$ cat src/rtl/spi_slave_apb_sequencer.sv
// Sequences SPI-decoded read/write bursts onto an APB master port.
// Write words are buffered, read words are prefetched, and the address auto-increments.
module spi_slave_apb_sequencer #(
  parameter int unsigned ADDR_WIDTH = 12,
  parameter int unsigned DATA_WIDTH = 8,
  parameter int unsigned FIFO_DEPTH = 2
) (
  input  logic                  sclk,
  input  logic                  sys_rstn,
  input  logic                  cs,
  input  logic                  ctrl_rd_wr,
  input  logic [ADDR_WIDTH-1:0] ctrl_addr,
  input  logic                  ctrl_addr_valid,
  input  logic [DATA_WIDTH-1:0] ctrl_data_rx,
  input  logic                  ctrl_data_rx_valid,
  output logic [DATA_WIDTH-1:0] ctrl_data_tx,
  input  logic                  ctrl_data_tx_ready,
  input  logic [15:0]           wrap_length,
  output logic [ADDR_WIDTH-1:0] paddr,
  output logic                  psel,
  output logic                  penable,
  output logic                  pwrite,
  output logic [DATA_WIDTH-1:0] pwdata,
  input  logic [DATA_WIDTH-1:0] prdata,
  input  logic                  pready,
  input  logic                  pslverr,
  output logic [2:0]            err_flags
);

  localparam int unsigned PtrW = $clog2(FIFO_DEPTH);
  localparam int unsigned CntW = PtrW + 1;
  localparam int unsigned Step = DATA_WIDTH / 8;
  localparam logic [CntW-1:0] DepthC = CntW'(FIFO_DEPTH);

  typedef enum logic [1:0] {StIdle, StSetup, StAccess} state_e;

  state_e                state_q, state_d;
  logic [ADDR_WIDTH-1:0] base_q, base_d;
  logic [15:0]           idx_q, idx_d;
  logic                  mode_q, mode_d;
  logic                  active_q, active_d;
  logic                  xfer_valid_q, xfer_valid_d;
  logic                  cs_q;

  logic [DATA_WIDTH-1:0] wmem_q [FIFO_DEPTH];
  logic [DATA_WIDTH-1:0] rmem_q [FIFO_DEPTH];
  logic [PtrW-1:0]       wwptr_q, wwptr_d, wrptr_q, wrptr_d;
  logic [PtrW-1:0]       rwptr_q, rwptr_d, rrptr_q, rrptr_d;
  logic [CntW-1:0]       wcnt_q, wcnt_d, rcnt_q, rcnt_d;

  logic                  psel_q, psel_d, penable_q, penable_d, pwrite_q, pwrite_d;
  logic [ADDR_WIDTH-1:0] paddr_q, paddr_d;
  logic [DATA_WIDTH-1:0] pwdata_q, pwdata_d, tx_q, tx_d;
  logic [2:0]            err_q, err_d;

  logic flush, done, xfer_ok, w_pop, w_push, w_full, w_ovf, r_push, r_pop, r_udr;
  logic pending_d, start;
  logic [DATA_WIDTH-1:0] w_head_d, r_head_d;

  always_comb begin
    flush   = cs | ctrl_addr_valid;
    done    = (state_q == StAccess) & pready;
    // Only a transfer that still belongs to the live burst touches the FIFOs or the index.
    xfer_ok = done & xfer_valid_q & ~flush;
    w_pop   = xfer_ok & pwrite_q;
    r_push  = xfer_ok & ~pwrite_q;
    w_full  = (wcnt_q == DepthC);
    w_push  = ctrl_data_rx_valid & ~flush & (~w_full | w_pop);
    w_ovf   = ctrl_data_rx_valid & ~flush & w_full & ~w_pop;
    r_pop   = ctrl_data_tx_ready & ~flush & (rcnt_q != '0);
    r_udr   = ctrl_data_tx_ready & (rcnt_q == '0);

    base_d   = base_q;
    idx_d    = idx_q;
    mode_d   = mode_q;
    active_d = active_q;
    if (cs) begin
      active_d = 1'b0;
    end else if (ctrl_addr_valid) begin
      base_d   = ctrl_addr;
      idx_d    = '0;
      mode_d   = ctrl_rd_wr;
      active_d = 1'b1;
    end else if (xfer_ok) begin
      if ((wrap_length != '0) && ((idx_q + 16'd1) == wrap_length)) idx_d = '0;
      else idx_d = idx_q + 16'd1;
    end

    wwptr_d = wwptr_q;
    wrptr_d = wrptr_q;
    wcnt_d  = wcnt_q;
    rwptr_d = rwptr_q;
    rrptr_d = rrptr_q;
    rcnt_d  = rcnt_q;
    if (flush) begin
      wwptr_d = '0;
      wrptr_d = '0;
      wcnt_d  = '0;
      rwptr_d = '0;
      rrptr_d = '0;
      rcnt_d  = '0;
    end else begin
      if (w_push) wwptr_d = wwptr_q + PtrW'(1);
      if (w_pop)  wrptr_d = wrptr_q + PtrW'(1);
      if (w_push && !w_pop) wcnt_d = wcnt_q + CntW'(1);
      if (!w_push && w_pop) wcnt_d = wcnt_q - CntW'(1);
      if (r_push) rwptr_d = rwptr_q + PtrW'(1);
      if (r_pop)  rrptr_d = rrptr_q + PtrW'(1);
      if (r_push && !r_pop) rcnt_d = rcnt_q + CntW'(1);
      if (!r_push && r_pop) rcnt_d = rcnt_q - CntW'(1);
    end

    // Heads as seen after this cycle's updates; bypass the word being written this cycle.
    w_head_d = '0;
    if (wcnt_d != '0) begin
      w_head_d = (w_push && (wrptr_d == wwptr_q)) ? ctrl_data_rx : wmem_q[wrptr_d];
    end
    r_head_d = '0;
    if (rcnt_d != '0) begin
      r_head_d = (r_push && (rrptr_d == rwptr_q)) ? prdata : rmem_q[rrptr_d];
    end

    pending_d = ~cs & (mode_d ? (active_d & (rcnt_d < DepthC)) : (wcnt_d != '0));

    state_d = state_q;
    start   = 1'b0;
    case (state_q)
      StIdle: begin
        if (pending_d) begin
          state_d = StSetup;
          start   = 1'b1;
        end
      end
      StSetup: state_d = StAccess;
      StAccess: begin
        if (pready) begin
          if (pending_d) begin
            state_d = StSetup;
            start   = 1'b1;
          end else begin
            state_d = StIdle;
          end
        end
      end
      default: state_d = StIdle;
    endcase

    xfer_valid_d = xfer_valid_q;
    if (flush) xfer_valid_d = 1'b0;
    if (start) xfer_valid_d = 1'b1;

    paddr_d  = paddr_q;
    pwrite_d = pwrite_q;
    pwdata_d = pwdata_q;
    if (start) begin
      paddr_d  = base_d + ADDR_WIDTH'(32'(idx_d) * Step);
      pwrite_d = ~mode_d;
      pwdata_d = mode_d ? '0 : w_head_d;
    end
    psel_d    = (state_d != StIdle);
    penable_d = (state_d == StAccess);
    tx_d      = r_head_d;

    err_d = err_q;
    if (cs && !cs_q) begin
      err_d = '0;
    end else begin
      if (done && pslverr) err_d[0] = 1'b1;
      if (w_ovf)           err_d[1] = 1'b1;
      if (r_udr)           err_d[2] = 1'b1;
    end
  end

  always_ff @(posedge sclk or negedge sys_rstn) begin
    if (!sys_rstn) begin
      state_q      <= StIdle;
      base_q       <= '0;
      idx_q        <= '0;
      mode_q       <= 1'b0;
      active_q     <= 1'b0;
      xfer_valid_q <= 1'b0;
      cs_q         <= 1'b0;
      wwptr_q      <= '0;
      wrptr_q      <= '0;
      wcnt_q       <= '0;
      rwptr_q      <= '0;
      rrptr_q      <= '0;
      rcnt_q       <= '0;
      psel_q       <= 1'b0;
      penable_q    <= 1'b0;
      pwrite_q     <= 1'b0;
      paddr_q      <= '0;
      pwdata_q     <= '0;
      tx_q         <= '0;
      err_q        <= '0;
    end else begin
      state_q      <= state_d;
      base_q       <= base_d;
      idx_q        <= idx_d;
      mode_q       <= mode_d;
      active_q     <= active_d;
      xfer_valid_q <= xfer_valid_d;
      cs_q         <= cs;
      wwptr_q      <= wwptr_d;
      wrptr_q      <= wrptr_d;
      wcnt_q       <= wcnt_d;
      rwptr_q      <= rwptr_d;
      rrptr_q      <= rrptr_d;
      rcnt_q       <= rcnt_d;
      psel_q       <= psel_d;
      penable_q    <= penable_d;
      pwrite_q     <= pwrite_d;
      paddr_q      <= paddr_d;
      pwdata_q     <= pwdata_d;
      tx_q         <= tx_d;
      err_q        <= err_d;
    end
  end

  always_ff @(posedge sclk) begin
    if (w_push) wmem_q[wwptr_q] <= ctrl_data_rx;
    if (r_push) rmem_q[rwptr_q] <= prdata;
  end

  assign psel         = psel_q;
  assign penable      = penable_q;
  assign pwrite       = pwrite_q;
  assign paddr        = paddr_q;
  assign pwdata       = pwdata_q;
  assign ctrl_data_tx = tx_q;
  assign err_flags    = err_q;

endmodule

$ cat config.mk
export PLATFORM = sky130hd
export DESIGN_NAME = spi_slave_apb_sequencer
export DESIGN_NICKNAME = d
export VERILOG_FILES = /design/src/rtl/spi_slave_apb_sequencer.sv
export SDC_FILE = /design/constraint.sdc
export NUM_CORES = 1
export LEC_CHECK = 0
export ABC_AREA = 1
export BUFFER_PORTS_ARGS = -buffer_cell sky130_fd_sc_hd__buf_2
export CAP_MARGIN = 30
export CORE_ASPECT_RATIO = 1.75
export CORE_UTILIZATION = 51
export DETAILED_ROUTE_END_ITERATION = 10
export PLACE_DENSITY_LB_ADDON = 0.12
export SLEW_MARGIN = 15
export SYNTH_ARGS = -nofsm -noshare
export SYNTH_HDL_FRONTEND = slang
export SYNTH_SLANG_ARGS = --single-unit
$ cat constraint.sdc
create_clock -name sclk -period 3.48 [get_ports sclk]
set_clock_uncertainty 0.2 [all_clocks]
set_input_delay 0.522 -clock sclk [delete_from_list [all_inputs] [get_ports sclk]]
set_output_delay 0.522 -clock sclk [all_outputs]
set_load 0.01 [all_outputs]
Word level (Yosys, flattened, before mapping) --
Memory sizes are Yosys's and may differ from the RTL's. Cells that the tools add are included.
Operators by class: mux-type cells 47, divide/modulo/power cells 0, multipliers 0, bitwise operators 22, equality and inequality tests 7, reductions and logical operators 29, order comparisons 1, add/sub/neg operators 10, shift operators 0
Operators with widths (number):
- $mux W16 | 3
- $mux W8 | 5
- $mux W12 | 3
- $mux W1 | 25
- $reduce_bool A2 Y1 | 11
- $add A16 B1 Y16 const B | 1
- $eq A16 B16 Y1 | 1
- $mux W2 | 8
- $reduce_bool A16 Y1 | 1
- $and A1 B1 Y1 | 14
- $add A12 B12 Y12 | 1
- $logic_and A1 B1 Y1 | 9
- $eq A2 B2 Y1 const B | 3
- $not A1 Y1 | 6
- $pmux W2 S3 | 1
- $logic_not A1 Y1 | 5
- $add A1 B1 Y1 const B | 4
- $add A2 B1 Y2 const B | 2
- $logic_not A2 Y1 | 2
- $sub A2 B1 Y2 const B | 2
- $mux W3 | 1
- $eq A1 B1 Y1 | 2
- $eq A2 B1 Y1 const B | 1
- $lt A2 B2 Y1 const B | 1
- 3 further kinds | 4
Word-level totals: register bits after elaboration 76, output and inout port bits 34, latch bits 0, logic and storage cells 141, bits of input ports 53, RAM bits 32, memory bits (read-only) 0, memories kept 2
Memories:
- rmem_q | depth 2, bits a word 8, read ports 1, clocked after memory_dff 0, wr ports 1, RTL line 46 | logic [DATA_WIDTH-1:0] rmem_q [FIFO_DEPTH];
- wmem_q | depth 2, bits a word 8, read ports 1, clocked after memory_dff 0, wr ports 1, RTL line 45 | logic [DATA_WIDTH-1:0] wmem_q [FIFO_DEPTH];

Depth between registers and ports, before layout --
Gate-level depths: netlist of run 1.
word-level depth 18, mapped depth 27, mapped depth without buffers 26

Worst setup path before layout of run 1 --
No wires, ideal clock.
path kind flip-flop to flip-flop, start point register idx_q[0], end point register paddr_q[10], in the netlist paddr[10], cell stages (with the launch flop) 26, arrival 3.499 ns, setup slack -0.301 ns, required time 3.197 ns, period minus slack after synthesis 3.781 ns, setup time 0.083 ns, path buffers 1, path through dfrtp_1 > ha_1 > nand3_1 > nor2_1 > nand3_1 > nand3b_1 > nand2_1 > nor2_1 > nand2_1 > nor2_1 > nand2_1 > buf_2 > nand3_1 > o21ai_0 > ha_1 > fa_1 > nand3_1 > nand2_1 > nand2_1 > nand2_1 > a21oi_1 > o21ai_0 > a21oi_1 > o21bai_1 > xnor2_1 > o21ai_0
On the way: longest elaborated chain between the ends 8
RTL lines:
- start, declared | RTL line 39 | logic [15:0] idx_q, idx_d;
- start signal, assigned | RTL line 199 | idx_q <= idx_d;
- $add A16 B1 Y16 | RTL line 85, 86
- $eq A16 B16 Y1 | RTL line 85 | if ((wrap_length != '0) && ((idx_q + 16'd1) == wrap_length)) idx_d = '0;
- $logic_and A1 B1 Y1 | RTL line 85
- $mux W16 | RTL line 85
- $mux W16 | RTL line 84 | end else if (xfer_ok) begin
- $mux W16 | RTL line 79 | end else if (ctrl_addr_valid) begin
- $mux W12 * | RTL line 77 | if (cs) begin
- via idx_d[0] | RTL line 39
- $add A12 B12 Y12 * | RTL line 156 | paddr_d = base_d + ADDR_WIDTH'(32'(idx_d) * Step);
- end signal, assigned | RTL line 213 | paddr_q <= paddr_d;
- end, declared | RTL line 52 | logic [ADDR_WIDTH-1:0] paddr_q, paddr_d;
The timed path passes the listed nets; every way through them passes the cells marked *. The select of a mux whose other input is x is not followed. A chain may end at the register's enable or synchronous reset.

Final worst setup path of run 1 --
start point register idx_q[1], end point register paddr_q[10], in the netlist paddr[10]
On the way: longest elaborated chain between the ends 8
RTL lines (RTL line):
- $add A16 B1 Y16 | 85
- $eq A16 B16 Y1 | 85
- $logic_and A1 B1 Y1 | 85
- $mux W16 | 85
- $mux W16 | 84
- $mux W16 | 79
- $mux W12 | 77
- via idx_d[0] | 39
- $add A12 B12 Y12 | 156
The timed path passes the listed nets, and every way through them passes these cells. The select of a mux whose other input is x is not followed.

==> impl_metrics.csv, run 1 <==
group,metric,value,unit
run_status,status,"finished with violations",
run_status,violations,"negative setup slack",
logic_synthesis,synth_top_area_cell,"dfrtp_1",
final_layout,fin_nets,876,
power_and_ir_drop,ir_worst_vdd,0.000316,V
logic_synthesis,synth_mux_area_share,0,%
drt,ant_nets,0,
drt,via_per_inst,5.25,
die,dieArea,11300,um2
place,dp_slack,-0.344,ns
drt,vias,4947,
grt,grt-ovfl-total,0,
sta,setup-tns-final,-0.779,ns
cts,cts_root_buf,"clkbuf_16",
place,dp.cells,916,
cts,tritoncts,"built",
logic_synthesis,yosysTopAreaCellShare,34.3,%
logic_synthesis,syn_area,5550,um2
grt,grt_use_total,26.7,%
die,dieWidth,80.8,um
logic_synthesis,syn_nets,719,
grt,grt_pass1_vias,4971,
cts,cts-buffers-inserted,9,
critical_path,crit_fanout,8,
grt,busiest_layer,"met2",
sta,fmax,266,MHz
die,die_h,140,um
logic_synthesis,syn_area_per_cell,8.52,um2
grt,grtUsageMet1,30.9,%
sta,slew_viol_final,0,
final_layout,diodes,0,
final_layout,areaGrowthSynthToFinish,28.8,%
drt,drt_iter0_markers,235,
sta,layout_setup_ws,-0.285,ns
power_and_ir_drop,power,3.14,mW
cts,clkLatencyLatePin,0.35,ns
worst_hold_path,holdPathStages,1,
logic_synthesis,post_synth_most_frequent_cells,"nand2_1, dfrtp_1, nor2_1, inv_1, nand3_1",
sta,max_slew_margin,50.2,%
logic_synthesis,synthArstFlopShare,70.4,%
grt,grt_pass1_wl,23200,um
drt,drtPass1Iterations,4,
grt,grt_max_degree,56,
final_layout,layout-drive-gt1-share,29.6,%
drt,wl_per_cell,15.0,um
logic_synthesis,yosys_warnings,0,
grt,grtUsageMet2,48.1,%
critical_path,reg2reg_slack,-0.29,ns
drt,drc,0,
die,core-area,10600,um2
critical_path,cp-start-kind,"flop",
critical_path,rr_worst_depth,25,
cts,cts_max_path_buffers,2,
critical_path,path_class,"reg2reg",
logic_synthesis,synth_area_leaders,"dfrtp_1, edfxtp_1, nand2_1",
logic_synthesis,synth_top_family_by_area,"simple AND/OR/NAND/NOR gates",
logic_synthesis,synth-seq-area-share,51.6,%
logic_synthesis,ys_ff_latch,108,
critical_path,critPathArrivalTime,3.79,ns
logic_synthesis,synth.most_common_cell,"nand2_1",
logic_synthesis,ys.flop_type,"dfrtp_1",
cts,clk_pin_slew,0.08,ns
logic_synthesis,synth_edf_count,32,
logic_synthesis,synth-simple-area-share,28.6,%
power_and_ir_drop,p_leak,3.55,nW
drt,wl,14200,um
power_and_ir_drop,p_per_area,439,nW/um2
job,drv_cap,0,
place,gp_congestion,0.945,
final_layout,final_cells,943,
sta,hold_viol,0,
worst_hold_path,hold_class,"in2reg",
sta,hold_ws,0.160,ns
sta,worst_pin_slew,0.745,ns
logic_synthesis,synth-adder-area-share,3.52,%
logic_synthesis,synth_compound_area_share,8.39,%
cts,htreeDepth,3,
grt,met3_usage,2.61,%
final_layout,fillCellCount,888,
die,pin_count,87,
place,dpl.hpwl,10600,um
die,num_rows,50,
critical_path,end_kind,"flop",
logic_synthesis,ys_types,42,
sta,period_share,108,%
critical_path,cp.required,3.50,ns
logic_synthesis,netlist_instances,651,
logic_synthesis,synth_xor_area_share,2.46,%
sta,final-setup-viol-count,5,
place,portBuffers,86,
die,floorplan.initialDensity,52.2,%
grt,antenna_found_initial,0,
sta,rsz0062_at_grt,"true",
cts,numClockSinks,108,
sta,min_period,3.77,ns
kinds of logic (layout without fill, tap and decap cells):
| family | Yosys count | after routing |
|---|---|---|
| DFF | 108 | 108 |
| adders and majority gates | 15 | 15 |
| xor gates and xnor gates | 14 | 14 |
| buffers and inverters | 71 | 233 |
| AOI/OAI and AO/OA | 77 | 77 |
| and+or+nand+nor | 366 | 366 |
routing by layer:
| layer | vias up | part of all wire, % |
|---|---|---|
| li1 | 2462 | - |
| met1 | 2343 | 38 |
| met2 | 115 | 55 |
| met3 | 27 | 2.9 |
| met4 | 0 | 3.4 |
| met5 | - | 0 |
worst max-delay path: stages (launching register included):
cell	delay, ns
dfrtp_1	0.42
ha_4	0.20
nand2_4	0.07
nor2_4	0.17
nand2_1	0.07
nand2_1	0.10
and2_4	0.16
nor2_4	0.03
nor2_2	0.11
nand3_2	0.10
nor2_4	0.14
nand2_4	0.10
nand3_2	0.07
o21ai_2	0.06
ha_2	0.20
fa_2	0.38
nand3_2	0.10
nand2_2	0.05
nand2_2	0.07
nand2_2	0.06
a21oi_2	0.17
o21ai_2	0.10
a21oi_2	0.14
o21bai_1	0.11
xnor2_1	0.17
o21ai_1	0.07
registers in the layout (all words and copies together) (netlist names):
name / flops
idx_q: 16
pwrite: 1
err_flags: 3
psel: 1
pwdata: 8
active_q: 1
penable: 1
wwptr_q: 1
wrptr_q: 1
cs_q: 1
rrptr_q: 1
base_q: 12
wmem_q: 16
mode_q: 1
paddr: 12
state_q: 2
ctrl_data_tx: 8
rwptr_q: 1
rcnt_q: 2
xfer_valid_q: 1
rmem_q: 16
wcnt_q: 2
power breakdown:
| part | internal (mW) | switching [mW] | total, mW |
|---|---|---|---|
| Clock | 0.520 | 0.523 | 1.04 |
| Combinational | 0.236 | 0.349 | 0.586 |
| Sequential | 1.43 | 0.0750 | 1.51 |
area by class of cell:
cell class	instances	area (um2)	share of cell area (%)
clock inverters	7	82.6	1.16
inverters	60	228	3.19
clock buffers	9	225	3.15
well taps	130	163	2.28
repair buffers	157	996	13.9
flip-flops and latches	108	2870	40.1
multi-input cells	472	2590	36.2
cell usage in the layout (no fill, tap or decap), drive strengths merged:
cell type    instances
o22ai                1
o211a                1
o21bai               1
or2                  5
nand3               55
xnor2                8
ha                  14
fa                   1
nand2              211
a21oi               17
a21o                 1
clkbuf               9
inv                 64
nor2                71
xor2                 5
a311oi               8
clkinvlp             1
nand4               18
o21ai               47
clkinv               2
nor3                 1
edfxtp              32
buf                156
nand3b               3
dfrtp               76
xnor3                1
a32o                 1
dlygate4sd3          1
and2                 2
per-stage QoR:
step | utilization [%] | instance area (um2)
final | 67.2 | 7150
after global routing | 67.2 | 7150
after CTS | 65.5 | 6970
after detailed placement | 61.9 | 6590
after global placement | 61.7 | 6560
after floorplan | - | 5600
path summary, 6_finish.rpt:
| path | from | endpoint |
|---|---|---|
| max | idx_q[1]$_DFF_PN0_ | paddr[10]$_DFFE_PN0P_ |
| min | cs | cs_q$_DFF_PN0_ |
| max reg2reg | idx_q[1]$_DFF_PN0_ | paddr[10]$_DFFE_PN0P_ |
| min reg2reg | pwdata[1]$_DFFE_PN0P_ | pwdata[1]$_DFFE_PN0P_ |
| max in group asynchronous | sys_rstn | idx_q[11]$_DFF_PN0_ |
| min in group asynchronous | sys_rstn | base_q[7]$_DFF_PN0_ |
repair_timing:
| item | CTS | global route |
|---|---|---|
| endpoints found under the setup margin | 7 | 7 |
| pin swaps | 8 | 33 |
| resized for setup | 15 | 32 |
| hold buffers | 1 | 0 |
| hold endpoints to repair | 21 | 0 |
| setup buffers | 1 | 9 |
Note: power is estimated with default switching activity, not from simulation.
==> run 2: changes to the inputs <==
--- a/config.mk
+++ b/config.mk
@@ -9,8 +9,9 @@
 export BUFFER_PORTS_ARGS = -buffer_cell sky130_fd_sc_hd__buf_2
 export CAP_MARGIN = 30
 export CORE_ASPECT_RATIO = 1.75
-export CORE_UTILIZATION = 51
+export CORE_UTILIZATION = 50
 export DETAILED_ROUTE_END_ITERATION = 10
+export HOLD_SLACK_MARGIN = 0.1
 export PLACE_DENSITY_LB_ADDON = 0.12
 export SLEW_MARGIN = 15
 export SYNTH_ARGS = -nofsm -noshare
==> constraint.sdc (replaced) <==
create_clock -name sclk -period 4.71 [get_ports sclk]
set_clock_uncertainty 0.2 [all_clocks]
set_input_delay 0.7065 -clock sclk [delete_from_list [all_inputs] [get_ports sclk]]
set_output_delay 0.7065 -clock sclk [all_outputs]
set_load 0.01 [all_outputs]
==> impl_metrics.csv, run 2 (same netlist as run 1, synthesis figures left out) <==
group,metric,value,unit
worst_hold_path,hold_class,"in2async",
sta,final-setup-viol-count,0,
drt,wl,13500,um
cts,cts_max_path_buffers,2,
power_and_ir_drop,p_per_area,361,nW/um2
die,dieWidth,81.6,um
final_layout,final_common_cell,"nand2_1",
critical_path,cp.required,4.73,ns
sta,slew_viol_final,0,
final_layout,fin_nets,810,
cts,tritoncts,"built",
drt,drc,0,
cts,cts-buffers-inserted,9,
sta,fmax,227,MHz
power_and_ir_drop,ir_worst_vdd,0.000275,V
drt,drt_iter0_markers,205,
die,dieArea,11500,um2
place,gp_congestion,0.912,
final_layout,reg.largest.list,"idx_q: 16 flops, rmem_q: 16 flops, wmem_q: 16 flops",
critical_path,crit_chain,"nand2_1 -> nor2_1 -> nand4_1 -> nand2_1 -> nand2_1 -> nand2_1 -> nand2_1 -> nor2_1 -> nand2_2 -> nand3_1 -> o21ai_0 -> ha_1 -> fa_1 -> nand3_1 -> nand2_1 -> nand2_1 -> nand2_1 -> a21oi_1 -> o21ai_0 -> a21oi_1 -> o21bai_1 -> xnor2_1 -> o21ai_0",
sta,max_slew_margin,50.2,%
critical_path,critical_path.most_common_cell,"nand2_1",
final_layout,utilization,60.1,%
critical_path,crit_fanout,8,
sta,rsz0062_at_grt,"false",
place,dp.cells,860,
critical_path,critPathArrivalTime,4.42,ns
cts,hold_buffers,0,
final_layout,areaGrowthSynthToFinish,16.5,%
final_layout,final_cells,878,
job,drv_cap,0,
die,core-area,10800,um2
sta,setup-tns-final,0,ns
grt,met3_usage,3.79,%
cts,htreeDepth,3,
grt,grtUsageMet2,47.9,%
die,die_h,141,um
grt,grt_pass1_vias,4663,
critical_path,path_class,"reg2reg",
grt,grt_max_degree,77,
drt,vias,4681,
place,portBuffers,86,
cts,cts_root_buf,"clkbuf_16",
run_status,status,"completed",
die,floorplan.initialDensity,51.5,%
power_and_ir_drop,p_leak,3.18,nW
drt,drtPass1Iterations,5,
sta,period_share,93.5,%
drt,wl_per_cell,15.4,um
power_and_ir_drop,power,2.34,mW
sta,worst_pin_slew,0.744,ns
cts,clkLatencyLatePin,0.35,ns
final_layout,fillCellCount,968,
die,num_rows,50,
grt,grt_pass1_wl,22200,um
drt,via_per_inst,5.33,
grt,grt-ovfl-total,0,
grt,grt_use_total,25.6,%
cts,numClockSinks,108,
final_layout,multi_input_area,2400,um2
grt,grtUsageMet1,27.5,%
grt,busiest_layer,"met2",
drt,ant_nets,0,
place,dpl.hpwl,10300,um
die,pin_count,87,
critical_path,end_kind,"flop",
final_layout,final_cell_mix,"nand2_1, buf_2, dfrtp_1",
grt,antenna_found_initial,1,
critical_path,critical-path-max-stage-delay,0.42,ns
final_layout,seqCellArea,2860,um2
sta,hold_viol,0,
critical_path,crit_path_top_delay_cell,"dfrtp_1",
critical_path,cp-start-kind,"flop",
sta,min_period,4.40,ns
final_layout,layout-drive-gt1-share,18.3,%
cts,clk_pin_slew,0.08,ns
[run 2: stage by stage]
stage	hold WS (ns)	instance area [um2]	setup WS, ns
final	0.140	6460	0.308
after floorplan	0.211	5550	0.929
after global placement	0.258	6100	0.294
after global routing	0.175	6460	0.0199
after detailed placement	0.255	6100	0.200
after CTS	0.274	6420	0.201
[run 2: final cells by class]
type,instances,share of cell area [%]
Antenna cell,1,0.0387
Timing Repair Buffer,91,7.47
Sequential cell,108,44.3
Clock buffer,9,3.48
Tap cell,130,2.52
Inverter,60,3.52
Multi-Input combinational cell,472,37.1
Clock inverter,7,1.59
[run 2: worst max-delay path: cells and delay by family, from the launching register on]
kind            cells  cell delay [ns]
compound gates      6             0.96
xor+xnor            1             0.13
flops               1             0.42
fa+ha+maj           2             0.68
simple gates       14             1.87
[run 2: routing by layer]
layer  up-vias  share of wire, %
li1       2338                 -
met2       114                55
met5         -                 0
met3        26               2.9
met4         0               3.8
met1      2203                38
[run 2: final timing paths]
kind | startpoint | endpoint | slack [ns] | depth (start not counted)
max | idx_q[3]$_DFF_PN0_ | paddr[10]$_DFFE_PN0P_ | 0.31 | 23
min | sys_rstn | ctrl_data_tx[7]$_DFF_PN0_ | 0.14 | 1
max reg2reg | idx_q[3]$_DFF_PN0_ | paddr[10]$_DFFE_PN0P_ | 0.31 | 23
min reg2reg | paddr[0]$_DFFE_PN0P_ | paddr[0]$_DFFE_PN0P_ | 0.27 | 2
max in group asynchronous | sys_rstn | base_q[11]$_DFF_PN0_ | 3.58 | 2
min in group sclk | paddr[0]$_DFFE_PN0P_ | paddr[0]$_DFFE_PN0P_ | 0.27 | 2
[run 2: where the power goes]
group / total [mW] / internal (mW) / switching, mW / leakage (nW)
sequential: 1.12 / 1.06 / 0.0560 / 1.30
combinational: 0.389 / 0.149 / 0.240 / 1.72
clock: 0.831 / 0.475 / 0.356 / 0.163
total: 2.34 / 1.68 / 0.652 / 3.18
[run 2: timing repair]
item / CTS / global route
hold endpoints to repair: 0 / 0
gates resized for setup: 0 / 5
endpoints found under the setup margin: 0 / 2
buffers inserted: 0 / 0
==> run 3: changes to the inputs <==
--- a/config.mk
+++ b/config.mk
@@ -13,6 +13,7 @@
 export DETAILED_ROUTE_END_ITERATION = 10
 export HOLD_SLACK_MARGIN = 0.1
 export PLACE_DENSITY_LB_ADDON = 0.12
+export RECOVER_POWER = 50
 export SLEW_MARGIN = 15
 export SYNTH_ARGS = -nofsm -noshare
 export SYNTH_HDL_FRONTEND = slang
==> impl_metrics.csv, run 3 (same netlist as run 1, synthesis figures left out) <==
group,metric,value,unit
run_status,violations,"max-capacitance violations, max-slew violations",
die,num_rows,50,
critical_path,cp_top_family,"simple AND/OR/NAND/NOR gates",
critical_path,crit_chain,"nand2_1 -> nor2_1 -> nand4_1 -> nand2_1 -> nand2_1 -> nand2_1 -> nand2_1 -> nor2_1 -> nand2_2 -> nand3_1 -> o21ai_0 -> ha_1 -> fa_1 -> nand3_1 -> nand2_1 -> nand2_1 -> nand2_1 -> a21oi_1 -> o21ai_0 -> a21oi_1 -> o21bai_1 -> xnor2_1 -> o21ai_0",
sta,rsz0062_at_grt,"false",
cts,htreeDepth,3,
sta,min_period,4.40,ns
cts,cts-buffers-inserted,9,
place,dpl.hpwl,10300,um
power_and_ir_drop,p_per_area,363,nW/um2
critical_path,end_kind,"flop",
cts,numClockSinks,108,
power_and_ir_drop,ir_worst_vdd,0.000270,V
place,dp_slack,0.200,ns
critical_path,worst-path-buf-inv,0,
grt,grt-ovfl-total,0,
sta,setup-tns-final,0,ns
place,portBuffers,86,
sta,fmax,227,MHz
sta,slew_viol_final,79,
final_layout,layout-drive-gt1-share,14.6,%
cts,tritoncts,"built",
critical_path,critical_path.most_common_cell,"nand2_1",
final_layout,areaGrowthSynthToFinish,15.2,%
drt,wl_per_cell,15.4,um
sta,period_share,93.5,%
grt,grt_pass1_wl,22200,um
die,dieWidth,81.6,um
die,floorplan.initialDensity,51.5,%
drt,drt_iter0_markers,235,
power_and_ir_drop,p_leak,3.09,nW
final_layout,fillCellCount,994,
grt,grt_max_degree,77,
critical_path,crit_fanout,8,
grt,grt_use_total,25.6,%
sta,worst_pin_slew,2.23,ns
critical_path,critical-path-max-stage-delay,0.42,ns
die,core-area,10800,um2
drt,vias,4701,
cts,clk_pin_slew,0.08,ns
grt,antenna_found_initial,1,
final_layout,fin_nets,810,
critical_path,critPathArrivalTime,4.42,ns
critical_path,crit_path_top_delay_cell,"dfrtp_1",
cts,clkLatencyLatePin,0.35,ns
cts,post_cts_buffers,0,
final_layout,multi_input_area,2370,um2
drt,drc,0,
worst_hold_path,hold_class,"reg2reg",
die,pin_count,87,
sta,final-setup-viol-count,0,
final_layout,final_common_cell,"nand2_1",
job,drv_cap,2,
drt,via_per_inst,5.35,
grt,grt_pass1_vias,4663,
final_layout,final_cell_mix,"nand2_1, dfrtp_1, nor2_1",
final_layout,reg.largest.list,"idx_q: 16 flops, rmem_q: 16 flops, wmem_q: 16 flops",
cts,cts_max_path_buffers,2,
die,die_h,141,um
place,gp_congestion,0.912,
sta,hold_viol,0,
critical_path,path_class,"reg2reg",
drt,wl,13500,um
cts,cts_root_buf,"clkbuf_16",
drt,ant_nets,0,
final_layout,seqCellArea,2860,um2
run_status,status,"finished with violations",
critical_path,reg2reg_slack,0.31,ns
sta,layout_setup_ws,0.305,ns
sta,max_slew_margin,-48.5,%
critical_path,cp-start-kind,"flop",
die,dieArea,11500,um2
drt,drtPass1Iterations,5,
critical_path,cp.required,4.73,ns
run 3: through the flow:
stage / area, um2 / hold slack (ns) / std cells / power, mW / util, %
6_report: 6390 / 0.272 / 878 / 2.32 / 59.4
5_1_grt: 6390 / 0.299 / 877 / 2.43 / 59.3
4_1_cts: 6420 / 0.274 / 876 / 2.35 / 59.7
3_5_place_dp: 6100 / 0.255 / 860 / 1.52 / 56.7
3_3_place_gp: 6100 / 0.258 / 860 / 1.51 / 56.7
2_1_floorplan: 5550 / 0.211 / 651 / 1.36 / -
run 3: final cells by class:
| cell class | instances | share of cell area (%) |
|---|---|---|
| antenna | 1 | 0.0392 |
| clock buffer | 9 | 3.53 |
| clock inverter | 7 | 1.61 |
| inverter | 60 | 3.56 |
| multi-input combinational | 472 | 37.2 |
| sequential | 108 | 44.8 |
| tap | 130 | 2.55 |
| timing repair buffer | 91 | 6.76 |
run 3: worst register-to-register path: stages (launching register included):
cell and delay (ns):
dfrtp_1 0.42, nand2_1 0.16, nor2_1 0.42, nand4_1 0.22, nand2_1 0.12, nand2_1 0.05
nand2_1 0.09, nand2_1 0.08, nor2_1 0.15, nand2_2 0.16, nand3_1 0.10, o21ai_0 0.16
ha_1 0.27, fa_1 0.41, nand3_1 0.12, nand2_1 0.06, nand2_1 0.09, nand2_1 0.07
a21oi_1 0.18, o21ai_0 0.15, a21oi_1 0.28, o21bai_1 0.12, xnor2_1 0.13, o21ai_0 0.08
run 3: what timing repair did:
action,in CTS,in global routing
setup endpoints to repair,0,2
resized for setup,0,5
hold buffers,0,0
run 3: routing by layer:
layer  vias up  track usage [%]  wire length [um]
li1       2338                -                 -
met1      2215             27.5              5100
met2       120             47.9              7420
met3        28             3.79               432
met4         0             11.1               539
met5         -                0                 0
run 3: final timing paths:
path / cells after the start / from / to
max: 23 / idx_q[3]$_DFF_PN0_ / paddr[10]$_DFFE_PN0P_
min: 2 / paddr[0]$_DFFE_PN0P_ / paddr[0]$_DFFE_PN0P_
max reg2reg: 23 / idx_q[3]$_DFF_PN0_ / paddr[10]$_DFFE_PN0P_
min reg2reg: 2 / paddr[0]$_DFFE_PN0P_ / paddr[0]$_DFFE_PN0P_
max in group asynchronous: 2 / sys_rstn / base_q[11]$_DFF_PN0_
min in group asynchronous: 1 / sys_rstn / ctrl_data_tx[7]$_DFF_PN0_
run 3: where the power goes:
group	leakage, nW	switching, mW	internal (mW)
clock network	0.163	0.355	0.475
registers	1.30	0.0534	1.06
logic	1.63	0.237	0.141
total	3.09	0.646	1.68
